==> src/rtl/dp_ctrl_pkg.sv <==
// ---------------------------------------------------------------------------
// dp_ctrl_pkg
// Shared definitions for the data-path pipeline controllers:
//   state_e      - controller FSM state encoding
//   MODE_*       - triple-buffer mode values (which buffer each stage owns)
//   stage_e      - stage index used to address per-stage vectors
//   next_mode()  - buffer rotation order 0 -> 1 -> 2 -> 0
// ---------------------------------------------------------------------------
package dp_ctrl_pkg;

  typedef enum logic [2:0] {
    ST_IDLE   = 3'd0,
    ST_ISSUE  = 3'd1,
    ST_WAIT   = 3'd2,
    ST_SWAP   = 3'd3,
    ST_FINISH = 3'd4
  } state_e;

  // Buffer mode: which buffer is owned by AXI / NTT / MADD.
  localparam logic [1:0] MODE_AXI_NTT_MADD = 2'd0;
  localparam logic [1:0] MODE_NTT_MADD_AXI = 2'd1;
  localparam logic [1:0] MODE_MADD_AXI_NTT = 2'd2;

  // Bit positions of each stage in the per-stage start/done/flag vectors.
  typedef enum logic [1:0] {
    STG_AXI  = 2'd0,
    STG_NTT  = 2'd1,
    STG_MADD = 2'd2
  } stage_e;

  localparam int NUM_STAGES = 3;

  function automatic logic [1:0] next_mode(input logic [1:0] mode);
    case (mode)
      MODE_AXI_NTT_MADD: return MODE_NTT_MADD_AXI;
      MODE_NTT_MADD_AXI: return MODE_MADD_AXI_NTT;
      default:           return MODE_AXI_NTT_MADD;
    endcase
  endfunction

endpackage

==> src/rtl/dp_stage_flag.sv <==
// ---------------------------------------------------------------------------
// dp_stage_flag
// Sticky "stage finished" flag. Set by a done pulse while enabled, held until
// cleared. Clear wins over set so a round always starts from a clean flag.
// Ports:
//   clk, rst  - clock, synchronous active-high reset
//   i_clr     - clear the flag (start of a round)
//   i_en      - flag may be set (stage active and controller waiting)
//   i_done    - stage-complete pulse
//   o_flag    - registered sticky flag
// ---------------------------------------------------------------------------
module dp_stage_flag
  import dp_ctrl_pkg::*;
(
  input  logic clk,
  input  logic rst,
  input  logic i_clr,
  input  logic i_en,
  input  logic i_done,
  output logic o_flag
);

  always_ff @(posedge clk) begin
    if (rst) begin
      o_flag <= 1'b0;
    end else if (i_clr) begin
      o_flag <= 1'b0;
    end else if (i_en && i_done) begin
      o_flag <= 1'b1;
    end
  end

endmodule

==> src/rtl/dp_tpp_rotate_ctrl.sv <==
// ---------------------------------------------------------------------------
// dp_tpp_rotate_ctrl
// Round sequencer for a three-stage (AXI load, NTT, MADD) pipeline sharing a
// triple buffer. A job of N polyvecs runs N+2 rounds; in each round the
// active stages are started together, the controller waits for all of them
// to report done, then rotates the buffer with a one-cycle o_swap pulse.
// Ports:
//   clk, rst                    - clock, synchronous active-high reset
//   i_start, i_num_batch        - job request and polyvec count N
//   i_axi/ntt/madd_done         - stage-complete pulses
//   o_axi/ntt/madd_start        - stage-start pulses
//   o_swap                      - buffer rotate pulse (triple-buffer i_done)
//   o_mode                      - mirror of the buffer mode
//   o_busy, o_done, o_round     - status, job-complete pulse, round index
// ---------------------------------------------------------------------------
module dp_tpp_rotate_ctrl
  import dp_ctrl_pkg::*;
#(
  parameter int CNT_WIDTH = 16
) (
  input  logic                 clk,
  input  logic                 rst,
  input  logic                 i_start,
  input  logic [CNT_WIDTH-1:0] i_num_batch,
  input  logic                 i_axi_done,
  input  logic                 i_ntt_done,
  input  logic                 i_madd_done,
  output logic                 o_axi_start,
  output logic                 o_ntt_start,
  output logic                 o_madd_start,
  output logic                 o_swap,
  output logic [1:0]           o_mode,
  output logic                 o_busy,
  output logic                 o_done,
  output logic [CNT_WIDTH-1:0] o_round
);

  // One extra bit so that N+2 rounds never wraps for the largest N.
  localparam int RW = CNT_WIDTH + 1;

  state_e                state_reg;
  logic [CNT_WIDTH-1:0]  n_reg;
  logic [RW-1:0]         r_reg;
  logic [NUM_STAGES-1:0] start_reg;

  logic [NUM_STAGES-1:0] done_vec;
  logic [NUM_STAGES-1:0] flag_vec;
  logic [NUM_STAGES-1:0] active_vec;
  logic [RW-1:0]         n_ext;
  logic [RW-1:0]         r_inc;
  logic [RW-1:0]         rounds_total;
  logic                  issue_st;
  logic                  wait_st;
  logic                  all_hit;

  // Which stages work in round r of an N-batch job:
  // AXI loads rounds 0..N-1, NTT runs one round behind, MADD two behind.
  function automatic logic [NUM_STAGES-1:0] stage_active(input logic [RW-1:0] r,
                                                         input logic [RW-1:0] n);
    logic [NUM_STAGES-1:0] a;
    a           = '0;
    a[STG_AXI]  = (r < n);
    a[STG_NTT]  = (r >= RW'(1)) && (r <= n);
    a[STG_MADD] = (r >= RW'(2)) && (r <= n + RW'(1));
    return a;
  endfunction

  assign n_ext        = {1'b0, n_reg};
  assign r_inc        = r_reg + RW'(1);
  assign rounds_total = n_ext + RW'(2);
  assign active_vec   = stage_active(r_reg, n_ext);
  assign issue_st     = (state_reg == ST_ISSUE);
  assign wait_st      = (state_reg == ST_WAIT);

  assign done_vec[STG_AXI]  = i_axi_done;
  assign done_vec[STG_NTT]  = i_ntt_done;
  assign done_vec[STG_MADD] = i_madd_done;

  // Done pulses arriving this cycle count together with earlier sticky flags,
  // so the swap fires in the cycle after the last required done.
  assign all_hit = ((active_vec & ~(flag_vec | done_vec)) == '0);

  genvar gi;
  generate
    for (gi = 0; gi < NUM_STAGES; gi++) begin : g_flag
      dp_stage_flag u_flag (
        .clk    (clk),
        .rst    (rst),
        .i_clr  (issue_st),
        .i_en   (wait_st & active_vec[gi]),
        .i_done (done_vec[gi]),
        .o_flag (flag_vec[gi])
      );
    end
  endgenerate

  // Outputs are registered alongside the state so each pulse is high exactly
  // in the state it belongs to (starts in ISSUE, o_swap in SWAP). o_done is
  // produced when leaving FINISH.
  always_ff @(posedge clk) begin
    if (rst) begin
      state_reg <= ST_IDLE;
      n_reg     <= '0;
      r_reg     <= '0;
      start_reg <= '0;
      o_swap    <= 1'b0;
      o_done    <= 1'b0;
      o_busy    <= 1'b0;
      o_mode    <= MODE_AXI_NTT_MADD;
    end else begin
      start_reg <= '0;
      o_swap    <= 1'b0;
      o_done    <= 1'b0;
      case (state_reg)
        ST_IDLE: begin
          if (i_start) begin
            n_reg  <= i_num_batch;
            r_reg  <= '0;
            o_busy <= 1'b1;
            if (i_num_batch == '0) begin
              state_reg <= ST_FINISH;
            end else begin
              state_reg <= ST_ISSUE;
              start_reg <= stage_active('0, {1'b0, i_num_batch});
            end
          end
        end
        ST_ISSUE: begin
          state_reg <= ST_WAIT;
        end
        ST_WAIT: begin
          if (all_hit) begin
            state_reg <= ST_SWAP;
            o_swap    <= 1'b1;
          end
        end
        ST_SWAP: begin
          // Mode and round advance on the same edge the buffer sees o_swap.
          r_reg  <= r_inc;
          o_mode <= next_mode(o_mode);
          if (r_inc == rounds_total) begin
            state_reg <= ST_FINISH;
          end else begin
            state_reg <= ST_ISSUE;
            start_reg <= stage_active(r_inc, n_ext);
          end
        end
        ST_FINISH: begin
          state_reg <= ST_IDLE;
          o_done    <= 1'b1;
          o_busy    <= 1'b0;
        end
        default: begin
          state_reg <= ST_IDLE;
          o_busy    <= 1'b0;
        end
      endcase
    end
  end

  assign o_axi_start  = start_reg[STG_AXI];
  assign o_ntt_start  = start_reg[STG_NTT];
  assign o_madd_start = start_reg[STG_MADD];
  assign o_round      = r_reg[CNT_WIDTH-1:0];

endmodule
==> config.mk <==
export PLATFORM = sky130hd
export DESIGN_NAME = dp_tpp_rotate_ctrl
export DESIGN_NICKNAME = d
export VERILOG_FILES = /design/src/rtl/dp_ctrl_pkg.sv /design/src/rtl/dp_stage_flag.sv /design/src/rtl/dp_tpp_rotate_ctrl.sv
export SDC_FILE = /design/constraint.sdc
export NUM_CORES = 1
export LEC_CHECK = 0
export ABC_AREA = 1
export CORE_UTILIZATION = 40
export CTS_BUF_LIST = sky130_fd_sc_hd__clkbuf_8
export CTS_CLUSTER_SIZE = 24
export DETAILED_ROUTE_END_ITERATION = 8
export GPL_ROUTABILITY_DRIVEN = 0
export HOLD_SLACK_MARGIN = 0.08
export PLACE_DENSITY = 0.71
export SLEW_MARGIN = 20
export SYNTH_ARGS = -nofsm -noshare
export SYNTH_HDL_FRONTEND = slang
export SYNTH_SLANG_ARGS = --single-unit
==> constraint.sdc <==
create_clock -name clk -period 2.7 [get_ports clk]
set_clock_uncertainty 0.05 [all_clocks]
set_input_delay 0.675 -clock clk [delete_from_list [all_inputs] [get_ports clk]]
set_output_delay 0.675 -clock clk [all_outputs]
set_load 0.01 [all_outputs]
==> impl_metrics.csv <==
group,metric,value,unit
detailed_routing,drt_first_pass_iters,5,
floorplanning,fp.dieW,113,microns
worst_setup_path,cp_slowest_cell,"sky130_fd_sc_hd__dfxtp_1",
clock_tree,clock_latency,0.32,ns
grt,grt_antenna_before_repair,0,
detailed_routing,drt-met1-wl,7430,microns
timing,setup_viol_count_final,3,
detailed_routing,detail_route.iter0.violations,495,
worst_setup_path,cp_slowest_stage_delay,0.41,ns
power_and_ir_drop,power.density,393,mW/mm^2
detailed_routing,route.detailed.vias_per_inst,5.31,
place,placement.io_buffers,45,
worst_setup_path,most_frequent_cell_on_the_critical_path,"sky130_fd_sc_hd__nand2_1",
clock_tree,tritoncts,"built",
place,dp_slack,-0.236,ns
power_and_ir_drop,leakage_power,3.13,nW
finish,seq_cell_area,956,sq um
clock_tree,cts_buffers,5,
finish,final_cell_mix,"sky130_fd_sc_hd__nand2_1 (171), sky130_fd_sc_hd__buf_4 (105), sky130_fd_sc_hd__inv_1 (91)",
finish,most_common_cell_after_layout_fill_and_taps_aside,"sky130_fd_sc_hd__nand2_1",
synthesis,synthTopCellsByArea,"sky130_fd_sc_hd__dfxtp_1 (19%), sky130_fd_sc_hd__ha_1 (18%), sky130_fd_sc_hd__nand2_1 (14%)",
floorplanning,initial_core_util,41.1,%
worst_setup_path,timing.critical_path.required,2.86,ns
timing,fin_crit_sh,105,%
floorplanning,floorplan_core_area,0.0120,sq mm
timing,rsz0062_at_grt,"yes",
floorplanning,std_cell_rows,40,
finish,finish.utilization,54.7,%
worst_hold_path,timing.hold.worst_endpoint,"g_flag[1].u_flag.o_flag",
finish,finalNetCount,980,
grt,grt_first_pass_wirelength,25300,microns
worst_hold_path,timing.hold.worst.class,"flip-flop to flip-flop",
outcome,failed_checks,"setup timing",
finish,finish.cell_count_without_fillers,1036,
clock_tree,clkSinkCount,47,
detailed_routing,top_layer,"met4",
worst_setup_path,setup.worst_path.end_class,"flip-flop",
floorplanning,floorplan.io_pins,46,
place,detailedPlacementHpwl,13200,microns
synthesis,mappedNetlistArea,0.00494,sq mm
timing,timing_worst_slew_pin_value,0.727,ns
worst_setup_path,worst-setup-path-type,"flip-flop to flip-flop",
clock_tree,cts_root_buffer,"sky130_fd_sc_hd__clkbuf_8",
timing,slew-limit-headroom,51.2,%
synthesis,post-synth-top-area-cell,"sky130_fd_sc_hd__dfxtp_1",
worst_hold_path,worst_hold_path.num_cells,2,
worst_setup_path,rr_worst_depth,21,
finish,drive_gt1_share,22.4,%
timing,hold_viol_final,0,
synthesis,synth_largest_type_area_fraction,19.0,%
grt,grt_start_max_net_pins,33,
grt,globalRouteTotalUtil,25.6,%
finish,largest_reg_flops,17,
detailed_routing,detailroute.wirelength.met2,6970,microns
synthesis,synth-xor-area-share,6.10,%
place,dpl.cell_count,1015,
worst_setup_path,path_cells,"buf_4, inv_1, nor2_2, xor2_1, ha_1, nand4_1, inv_1, nand2_1, nand2_1, nand3_1, nand2_1, nand2_1, nand2_1, nand2_1, nand2_1, nand2_2, nand3_2, nand2_2, nand2_2, nand3_1, nor2_1",
finish,antennaDiodeCount,0,
timing,layout_min_cycle_time,2.84,ns
timing,max_freq,352,MHz
synthesis,synthArstFlopShare,0,%
clock_tree,clkSlewWorstSetupHoldPaths,0.10,ns
floorplanning,floorplan.die_area,0.0128,sq mm
detailed_routing,drt.antenna.violating_nets,0,
worst_setup_path,r2r_setup_slack,-0.14,ns
detailed_routing,route.vias.total,5502,
synthesis,postSynthNetCount,852,
grt,overflow,0,
synthesis,synth_top_family_by_area,"simple AND/OR/NAND/NOR gates",
synthesis,synth_fa_ha_area_share,17.7,%
synthesis,flops_latches_synth,47,
worst_setup_path,rr_endpoint,"state_reg[0]",
timing,final.setup.tns,-0.277,ns
synthesis,synth_compound_gate_area_share,11.6,%
detailed_routing,postRouteWirelength,16500,microns
power_and_ir_drop,fin_total_pwr,2.58,mW
detailed_routing,remaining_drc_errors,0,
worst_hold_path,holdCritStartpoint,"g_flag[1].u_flag.o_flag",
synthesis,ys_types,43,
timing,drv_slew,0,
worst_setup_path,worst_ep_arrival_time,3.01,ns
clock_tree,h-tree-depth,2,
job,cap_viol_max_count,0,
synthesis,avgSynthCellArea,6.50,sq um
timing,fin_ws,-0.145,ns
power_and_ir_drop,irDropWorstVdd,0.362,mV
finish,multi_input_comb_area,0.00371,sq mm
finish,syn_to_final_growth,33.0,%
synthesis,synthesis.yosys.warnings,0,
synthesis,synth-seq-area-share,19.0,%
synthesis,muxShareOfSynthArea,0,%
synthesis,synthSimpleGateAreaFrac,34.3,%
worst_setup_path,start_kind,"flip-flop",
floorplanning,die_h,113,microns
grt,via_count_of_the_first_global_routing_pass,5163,
outcome,run_status,"finished with violations",
clock_tree,clock_tree.buffer_depth,2,
synthesis,synth-edff-count,0,
worst_setup_path,critPathMaxFanout,11,
synthesis,synth-main-ff-cell,"sky130_fd_sc_hd__dfxtp_1",
worst_setup_path,timing.rr.start,"n_reg[0]",
detailed_routing,routed_wl_per_cell,15.9,microns
synthesis,postSynthCellCount,760,
detailed_routing,met3RoutedLength,1440,microns
finish,fillers,1155,
==> kinds of logic (layout without fill, tap and decap cells) <==
family / count (synthesis) / after routing
compound gates: 109 / 109
xor+xnor: 31 / 31
simple gates: 374 / 374
buf+inv: 129 / 258
flops: 47 / 47
fa+ha+maj: 70 / 70
==> what timing repair did <==
item                                    CTS  global route
hold endpoints to repair                  0             0
pin swaps                                 3            28
setup buffers                             6             8
endpoints found under the setup margin    4             7
hold buffers                              0             0
gates resized for setup                  12            55
==> area by class of cell <==
| class | count | area share, % |
|---|---|---|
| Sequential cell | 47 | 14.5 |
| Multi-Input combinational cell | 584 | 56.5 |
| Inverter | 98 | 5.60 |
| Tap cell | 147 | 2.80 |
| Clock inverter | 3 | 0.343 |
| Timing Repair Buffer | 152 | 19.2 |
| Clock buffer | 5 | 1.05 |
==> synth_stat cells, types with 16 or more instances <==
cell type and instances:
sky130_fd_sc_hd__ha_1 70, sky130_fd_sc_hd__nor2_1 74, sky130_fd_sc_hd__a21oi_1 68, sky130_fd_sc_hd__buf_4 17, sky130_fd_sc_hd__nand3_1 41, sky130_fd_sc_hd__nand4_1 23
sky130_fd_sc_hd__o21ai_0 30, sky130_fd_sc_hd__nor3_1 16, sky130_fd_sc_hd__nand2_1 180, sky130_fd_sc_hd__inv_1 94, sky130_fd_sc_hd__xor2_1 25, sky130_fd_sc_hd__dfxtp_1 47
==> stage by stage <==
step                      hold slack (ns)  instance area, sq um
after CTS                           0.408                  6300
after global placement              0.389                  6100
after detailed placement            0.394                  6100
after global routing                0.436                  6570
after floorplan                     0.374                  4940
final                               0.405                  6570
==> metal layers <==
layer | GRT usage, % | vias to the layer above
met4 | 10.7 | 0
li1 | - | 2741
met2 | 39.0 | 257
met1 | 34.9 | 2452
met3 | 5.30 | 52
met5 | 0 | -
==> worst max path at each step <==
stage               cells after the start  slack (ns)      endpoint       from
floorplan                              18        0.05  state_reg[0]   n_reg[2]
global placement                       16       -0.25  state_reg[0]  n_reg[12]
detailed placement                     16       -0.24  state_reg[0]  n_reg[12]
CTS                                    19       0.003  start_reg[0]   n_reg[1]
global route                           19       -0.28  state_reg[0]   n_reg[1]
finish                                 21       -0.14  state_reg[0]   n_reg[0]
==> worst max-delay path, delay by kind of cell, from the launching register on <==
family / cells / cell delay [ns]
XOR/XNOR: 1 / 0.26
adder cells (fa/ha/maj): 1 / 0.28
buffers and inverters: 3 / 0.43
flip-flops: 1 / 0.41
AND/OR/NAND/NOR: 16 / 1.29
==> power by group <==
part | switching, mW | internal [mW]
sequential | 0.0580 | 0.758
clock | 0.286 | 0.188
combinational | 0.775 | 0.519
total | 1.12 | 1.46
(Power assumes the default switching activity.)
